File: src/rtl/conv55_pkg.sv
// Shared constants, state encoding and data types for the 5x5 convolution sequencer.
package conv55_pkg;
    localparam int DATA_W    = 8;
    localparam int TAPS      = 25;
    localparam int TAP_IDX_W = 5;
    localparam int ACC_W     = 21;
    localparam int OUT_W     = 18;

    localparam logic [TAP_IDX_W-1:0] LAST_TAP  = TAP_IDX_W'(TAPS - 1);
    localparam logic [TAP_IDX_W-1:0] TAP_LIMIT = TAP_IDX_W'(TAPS);

    typedef enum logic [1:0] {
        IDLE  = 2'd0,
        ACCUM = 2'd1,
        DONE  = 2'd2
    } state_t;

    typedef logic [DATA_W-1:0] pix_t;
    typedef logic [ACC_W-1:0]  acc_t;
    typedef logic [OUT_W-1:0]  res_t;

    localparam acc_t RES_MAX = acc_t'((1 << OUT_W) - 1);
endpackage

File: src/rtl/conv55_kernel_rf.sv
// 25-entry coefficient register file: one gated write port, one combinational read port.
module conv55_kernel_rf
    import conv55_pkg::*;
(
    input  logic                 clk,
    input  logic                 rst_n,
    input  logic                 we,
    input  logic [TAP_IDX_W-1:0] waddr,
    input  pix_t                 wdata,
    input  logic [TAP_IDX_W-1:0] raddr,
    output pix_t                 rdata
);
    pix_t regs [TAPS];

    always_ff @(posedge clk or negedge rst_n) begin
        if (!rst_n) begin
            for (int i = 0; i < TAPS; i++) regs[i] <= '0;
        end else if (we && (waddr < TAP_LIMIT)) begin
            regs[waddr] <= wdata;
        end
    end

    // Addresses beyond the last tap read as zero rather than indexing past the array.
    assign rdata = (raddr < TAP_LIMIT) ? regs[raddr] : '0;
endmodule

File: src/rtl/conv55_seq_ctrl.sv
// Time-multiplexed 5x5 convolution: one multiplier and accumulator shared over 25 taps.
// Build option CONV55_SAT_EN: saturate the result to OUT_W bits instead of wrapping.
module conv55_seq_ctrl
    import conv55_pkg::*;
(
    input  logic                 clk,
    input  logic                 rst_n,
    input  logic                 cfg_we,
    input  logic [TAP_IDX_W-1:0] cfg_addr,
    input  pix_t                 cfg_data,
    output logic                 cfg_ready,
    input  logic                 clear,
    input  logic                 in_valid,
    input  pix_t                 in_data,
    output logic                 in_ready,
    output logic                 busy,
    output logic                 out_valid,
    output res_t                 out_data,
    input  logic                 out_ready
);
    state_t                 state, state_next;
    logic [TAP_IDX_W-1:0]   tap, tap_next;
    acc_t                   acc, acc_next, acc_sum;
    logic                   out_valid_next;
    res_t                   out_data_next, res_final;
    pix_t                   coef;
    logic [2*DATA_W-1:0]    product;

    conv55_kernel_rf u_kernel_rf (
        .clk   (clk),
        .rst_n (rst_n),
        .we    (cfg_we && cfg_ready),
        .waddr (cfg_addr),
        .wdata (cfg_data),
        .raddr (tap),
        .rdata (coef)
    );

    assign product = in_data * coef;
    assign acc_sum = acc + ACC_W'(product);

`ifdef CONV55_SAT_EN
    assign res_final = (acc_sum > RES_MAX) ? '1 : acc_sum[OUT_W-1:0];
`else
    assign res_final = acc_sum[OUT_W-1:0];
`endif

    assign busy = (state != IDLE);

    always_ff @(posedge clk or negedge rst_n) begin
        if (!rst_n) begin
            state     <= IDLE;
            tap       <= '0;
            acc       <= '0;
            out_valid <= 1'b0;
            out_data  <= '0;
        end else begin
            state     <= state_next;
            tap       <= tap_next;
            acc       <= acc_next;
            out_valid <= out_valid_next;
            out_data  <= out_data_next;
        end
    end

    always_comb begin
        state_next     = state;
        tap_next       = tap;
        acc_next       = acc;
        out_valid_next = out_valid;
        out_data_next  = out_data;
        in_ready       = 1'b0;
        cfg_ready      = 1'b0;
        case (state)
            IDLE: begin
                in_ready  = 1'b1;
                cfg_ready = 1'b1;
                if (in_valid) begin
                    acc_next   = ACC_W'(product);
                    tap_next   = TAP_IDX_W'(1);
                    state_next = ACCUM;
                end
            end
            ACCUM: begin
                in_ready = 1'b1;
                if (in_valid) begin
                    acc_next = acc_sum;
                    tap_next = tap + 1'b1;
                    if (tap == LAST_TAP) begin
                        out_valid_next = 1'b1;
                        out_data_next  = res_final;
                        state_next     = DONE;
                    end
                end
            end
            DONE: begin
                if (out_ready) begin
                    out_valid_next = 1'b0;
                    acc_next       = '0;
                    tap_next       = '0;
                    state_next     = IDLE;
                end
            end
            default: state_next = IDLE;
        endcase
        // Abort takes priority over any beat or handshake landing in the same cycle.
        if (clear) begin
            state_next     = IDLE;
            tap_next       = '0;
            acc_next       = '0;
            out_valid_next = 1'b0;
        end
    end
endmodule

File: config.mk
export PLATFORM = sky130hd
export DESIGN_NAME = conv55_seq_ctrl
export DESIGN_NICKNAME = d
export VERILOG_FILES = /design/src/rtl/conv55_pkg.sv /design/src/rtl/conv55_kernel_rf.sv /design/src/rtl/conv55_seq_ctrl.sv
export SDC_FILE = /design/constraint.sdc
export NUM_CORES = 1
export LEC_CHECK = 0
export ABC_AREA = 1
export CAP_MARGIN = 30
export CORE_MARGIN = 5
export CORE_UTILIZATION = 60
export CTS_CLUSTER_DIAMETER = 40
export DETAILED_ROUTE_END_ITERATION = 12
export DONT_BUFFER_PORTS = 1
export MAX_ROUTING_LAYER = met4
export PLACE_DENSITY_LB_ADDON = 0.08
export SLEW_MARGIN = 20
export SYNTH_ARGS = -nofsm -noshare
export SYNTH_HDL_FRONTEND = slang
export SYNTH_HIERARCHICAL = 1
export SYNTH_SLANG_ARGS = --single-unit
File: constraint.sdc
create_clock -name clk -period 13.51 [get_ports clk]
set_clock_uncertainty 0.05 [all_clocks]
set_input_delay 3.3775 -clock clk [delete_from_list [all_inputs] [get_ports clk]]
set_output_delay 3.3775 -clock clk [all_outputs]
set_load 0.03 [all_outputs]
==> metrics, run 1 <==
status finished clean; grt total ovfl 0; post-synth top area share 0.3832; initial DRC count about 1200; max incr delay on CP around 720 ps; Primary FF master, synth dfrtp_1; Clock Pin Slew Worst Setup and Hold Paths around 50 ps; Post-Syn Nets 2322; crit end category flip-flop; Slew @ Worst Pin 926.2 ps; H-Tree Depth 2; most frequent cells in the layout 809 x nand2_1, 349 x inv_1, 242 x dfrtp_1; maxcap violations 0; initial antenna violation count 0; Die Footprint 29920 um^2; synth unique cells 44; # IOs between 40 and 50; overall power 4.709 mW; final core utilization 0.6665; Final Hold Vio Count 0; Critical Path Most Common Cell nand2_1; CP max stage cell buf_4; Inst Count DP between 2000 and 2500; Post-DRT Antenna Nets 0; CTS tree built; Mapped Area ~16000 um^2; Tot GR Track Use 0.2820; Antenna diodes 0; Vias approximately 13000; Residual DRC 0; area of the multi-input gates ~8000 um^2; commonest non-fill, non-tap cell in the layout nand2_1; slew margin rel. 0.3825; Final period util 0.5666; wire length per cell 16.04 um; Final setup viols 0; Hold Crit Class flip-flop to flip-flop; HPWL Detailed 26990 um; Critical Path Start Type flip-flop; Final Max Slew Viols 0; Core Region around 26000 um^2; synthesized area per cell 7.243 um^2; WS Path Type flip-flop to flip-flop; setup TNS 0 ps; sequential share of the synthesized area 0.3832; final hold slack between 400 and 500 ps; Skew-Pair Late Insertion Delay about 540 ps; Area contributors post-synth dfrtp_1 38%, nand2_1 19%, inv_1 8.2%, nand3_1 6.2%, fa_1 4.6%; Bufs on Longest Clock Path 3; Post-synth EDFFs 0; Data required, critical path roughly 14000 ps; number of fill cells roughly 2300; fin cells 2517; Via density about 5.3; GPL Wtd Cong 0.9648; worst path arrival time 8010 ps; vias in the first global route between 10000 and 15000; first-pass iteration count of the detailed router 6; nets@finish roughly 2300; drt total wl 40370 um; post-CTS sizing 0; post-synthesis cell count 2200; Yosys reg bits approximately 240; Num CTS Buffers roughly 40; largest net degree at the start of global routing roughly 250; unrepaired setup endpoints after global routing no; global-route wire length before repair approximately 68000 um; Post-CTS Setup Bufs 0; IO Port Bufs 0; register area slightly above 6000 um^2; Die Ht ~170 um; Starting Density 0.6097; critical-path maximum fanout 70; share of cells above drive strength 1 0.08112; Area Overhead vs Synth 9.313%; Synth area leader dfrtp_1; YS warnings 6; Root Buffer clkbuf_16; Worst VDD drop between 0.15 and 0.2 mV; TritonCTS Sinks around 240; minimum clock period 7654 ps; # hold bufs at CTS 0; Lkg Pwr just under 10 nW; Die Span X about 170 um; Peak Freq ~0.13 GHz; Async SR Flop Fraction 1.000; Row Count 59; Pwr Density 270.3 nW/um^2
## cells by family after synthesis
group	synth area share
and+or+nand+nor	0.2982
buffers and inverters	0.1278
AOI/OAI and AO/OA	0.09282
DFF	0.3832
adders and majority gates	0.09203
xor gates and xnor gates	0.006046
## flip-flops by register name (all words and copies together) (netlist names)
| signal | cells |
|---|---|
| acc | 18 |
| out_data | 18 |
| tap | 5 |
| u_kernel_rf/regs | 200 |
| out_valid | 1 |
| state | 2 |
## worst max-delay path: cells and delay by family, from the launching register on
| family | cells | cell delay [ps] |
|---|---|---|
| adders and majority gates | 6 | 2850 |
| buffers and inverters | 7 | 1420 |
| DFF | 1 | 650 |
| and+or+nand+nor | 26 | 2460 |
## worst paths after layout
path | endpoint | from | slack [ps] | cells past startpoint
setup / recovery | acc[13] | tap[0] | 5860 | 39
hold / removal | u_kernel_rf/regs[162] | u_kernel_rf/regs[162] | 420 | 2
setup reg to reg | acc[13] | tap[0] | 5860 | 39
hold reg to reg | u_kernel_rf/regs[162] | u_kernel_rf/regs[162] | 420 | 2
max in group asynchronous | tap[0] | rst_n | 10160 | 0
min in group asynchronous | u_kernel_rf/regs[171] | rst_n | 2500 | 0
## cell usage after synthesis (4+ instances only)
cell / number
buf_1: 7
nand3_1: 198
inv_2: 9
nor2_1: 56
nand2_1: 809
nand4_1: 10
xnor2_1: 6
inv_1: 349
buf_2: 18
nand3b_1: 4
ha_1: 58
dfrtp_1: 244
fa_1: 37
xor2_1: 5
nand2_2: 7
o21ai_1: 134
clkbuf_1: 52
nor3_1: 4
o21ai_0: 58
buf_6: 25
nand2_4: 21
or2_2: 7
o21ai_2: 37
a21oi_1: 20
## report_power, final
part	switching, mW	internal [mW]	leakage, nW
combinational	1.65	0.852	5.67
sequential	0.121	0.922	3.27
clock	0.372	0.792	0.749
## area by class of cell
type                            instances  area share
Tap cell                              335     0.02406
Clock inverter                         23     0.02392
Timing Repair Buffer                   15     0.01034
Inverter                              361     0.07801
Sequential cell                       244      0.3508
Multi-Input combinational cell       1487      0.4474
Clock buffer                           52     0.06544
## metal layers
layer | GRT usage | part of all wire | vias to the layer above
met4 | 0.08746 | 0.028 | 0
met2 | 0.4274 | 0.45 | 386
li1 | - | - | 6663
met5 | - | 0 | -
met3 | 0.04782 | 0.066 | 83
met1 | 0.3918 | 0.46 | 6301
## through the flow
step                setup slack (ps)  cell area (um^2)
CTS                             5881             17420
global placement                5401             15760
floorplan                       5536             15930
detailed placement              5373             15860
finish                          5856             17420
global route                    5136             17420
(Power assumes the default switching activity.)
==> run 2: changes to the inputs <==
clock period = 7.6 ns   (was 13.51 ns; I/O delays follow)
==> run 2 against run 1 <==
  * Worst setup slack worse by 5200 ps
  * Largest cell class unchanged
  * Cell count down 0.16%
  * Wire length down 0.77%
  * Final area down 1.2%
  * Combinational power up 78%
  * Sequential share of layout area up 0.43 points
  * Utilization down 0.80 points
  * Fmax up 10%
  * Critical endpoint unchanged
==> metrics, run 2 (same netlist as run 1, synthesis figures left out) <==
slew margin rel. 0.3662 (was 0.3825); Hold Crit Start u_kernel_rf/regs[31] (was u_kernel_rf/regs[162]); TritonCTS Sinks 244 (unchanged); Hold Crit Class flip-flop to flip-flop (unchanged); Row Count 59 (unchanged); Final setup viols 0 (unchanged); end of the worst register-to-register path acc[13] (unchanged); Hold Crit Endpoint u_kernel_rf/regs[31] (was u_kernel_rf/regs[162]); # IOs 49 (unchanged); Lkg Pwr 9.598 nW (was 9.692 nW); global-route wire length before repair 66600 um (was 67850 um); Data required, critical path 7950 ps (was 13860 ps); Antenna diodes 0 (unchanged); Skew-Pair Late Insertion Delay 530 ps (was 540 ps); setup TNS 0 ps (unchanged); final core utilization 0.6585 (was 0.6665); status finished clean (unchanged); drt total wl 40060 um (was 40370 um); post-CTS sizing 0 (unchanged); cell family with most CP delay adder cells (unchanged); Area Overhead vs Synth 8.002% (was 9.313%); Final Max Slew Viols 0 (unchanged); WHS Path Cells 2 (unchanged); Die Ht 173.0 um (unchanged); Die Footprint 29920 um^2 (unchanged); Vias 13611 (was 13433); Final period util 0.9123 (was 0.5666); Post-CTS Setup Bufs 0 (unchanged); Inst Count DP 2445 (was 2442); # hold bufs at CTS 0 (unchanged); Bufs on Longest Clock Path 3 (unchanged); IO Port Bufs 0 (unchanged); Critical Path Start Type flip-flop (unchanged); critical-path maximum fanout 16 (was 70); Clock Pin Slew Worst Setup and Hold Paths 50 ps (about the same); initial antenna violation count 0 (unchanged); Most flops, register u_kernel_rf/regs (unchanged); Via density 5.416 (was 5.337); max incr delay on CP 750 ps (was 720 ps); GPL Wtd Cong 0.9341 (was 0.9648); wire length per cell 15.94 um (was 16.04 um); CTS tree built (unchanged); Residual DRC 0 (unchanged); Power Internal 4.273 mW (was 2.567 mW); Die Span X 173.0 um (unchanged); Num CTS Buffers 38 (was 41); largest net degree at the start of global routing 245 (unchanged); most frequent cells in the layout 809 x nand2_1, 349 x inv_1, 242 x dfrtp_1 (unchanged); Post-DRT Antenna Nets 0 (unchanged); Tot GR Track Use 0.2768 (was 0.2820); Psw 3.781 mW (was 2.142 mW); fin cells 2513 (was 2517); R2R Setup Slk 670 ps (was 5860 ps); commonest non-fill, non-tap cell in the layout nand2_1 (unchanged); Final Hold Vio Count 0 (unchanged); WS Path Type flip-flop to flip-flop (unchanged); maxcap violations 0 (unchanged); HPWL Detailed 27470 um (was 26990 um); combinational share of power 0.553 (was 0.531); flip-flop count of the largest register after layout 200 (unchanged); nets@finish 2272 (unchanged); Sw Share 0.4694 (was 0.4549); unrepaired setup endpoints after global routing no (unchanged); first-pass iteration count of the detailed router 5 (was 6); Worst VDD drop 0.2691 mV (was 0.1586 mV); Critical Path Most Common Cell nand2_1 (unchanged); crit end category flip-flop (unchanged); Root Buffer clkbuf_16 (unchanged); Pwr Density 468.0 nW/um^2 (was 270.3 nW/um^2); Slew @ Worst Pin 950.6 ps (was 926.2 ps); FF-to-FF path depth 32 (was 39); vias in the first global route 12655 (was 12975); largest registers u_kernel_rf/regs (200), acc (18), out_data (18) (unchanged); CP max stage cell dfrtp_1 (was buf_4); share of cells above drive strength 1 0.08127 (was 0.08112); clock share of power 0.219 (was 0.247); initial DRC count 1230 (was 1171); Core Region 26130 um^2 (unchanged); H-Tree Depth 2 (unchanged); RR Startpoint tap[2] (was tap[0]); Peak Freq 0.1442 GHz (was 0.1306 GHz); worst path arrival time 7280 ps (was 8010 ps); power share of the sequential group 0.228 (was 0.221); minimum clock period 6933 ps (was 7654 ps); Starting Density 0.6097 (unchanged); grt total ovfl 0 (unchanged); Worst Path Buf+Inv 6 (was 7)
## run 2: metal layers
layer  vias to the layer above  wire, um  track usage
met5                         -         0            -
met4                         0       911      0.06751
met3                        66      2620      0.04323
met2                       386     18060       0.4203
met1                      6485     18470       0.3945
li1                       6674         -            -
## run 2: how the worst max path moves through the flow
stage / startpoint / end / cells after the start
3_3_place_gp: tap[2] / acc[13] / 33
5_1_grt: tap[2] / acc[15] / 34
4_1_cts: tap[2] / acc[13] / 33
6_report: tap[2] / acc[13] / 32
3_5_place_dp: tap[2] / acc[13] / 33
2_1_floorplan: in_data[0] / acc[15] / 29
## run 2: metrics by stage
step / hold WS (ps) / cell area, um^2 / worst slack [ps] / power [mW]
after CTS: 431.6 / 17210 / 680.3 / 8.071
after global placement: 408.5 / 15820 / 870.7 / 6.189
after detailed placement: 413.3 / 15900 / 718.6 / 6.274
after global routing: 445.9 / 17210 / 207.4 / 8.867
final: 430.0 / 17210 / 666.8 / 8.054
after floorplan: 396.6 / 15930 / 1104 / 5.300
## run 2: final cells by class
class	instances	area, um^2
Multi-Input combinational cell	1487	7792
Inverter	361	1359
Tap cell	335	419.2
Fill cell	2377	8924
Timing Repair Buffer	18	222.7
Clock buffer	44	1013
Sequential cell	244	6111
Clock inverter	24	291.5
## run 2: power groups by stage
| stage | clock network (mW) | logic [mW] | registers [mW] |
|---|---|---|---|
| 6_report | 1.76 | 4.45 | 1.84 |
| 5_1_grt | 1.86 | 5.13 | 1.88 |
| 4_1_cts | 1.79 | 4.45 | 1.83 |
| 3_5_place_dp | 0 | 4.42 | 1.85 |
| 3_3_place_gp | 0 | 4.35 | 1.84 |
| 2_1_floorplan | 0 | 3.51 | 1.79 |
## run 2: worst register-to-register path, delay by kind of cell, from the launching register on
kind,cells,cell delay (ps)
simple gates,18,1850
buf+inv,6,890
compound gates,2,440
fa+ha+maj,6,2820
flops,1,750
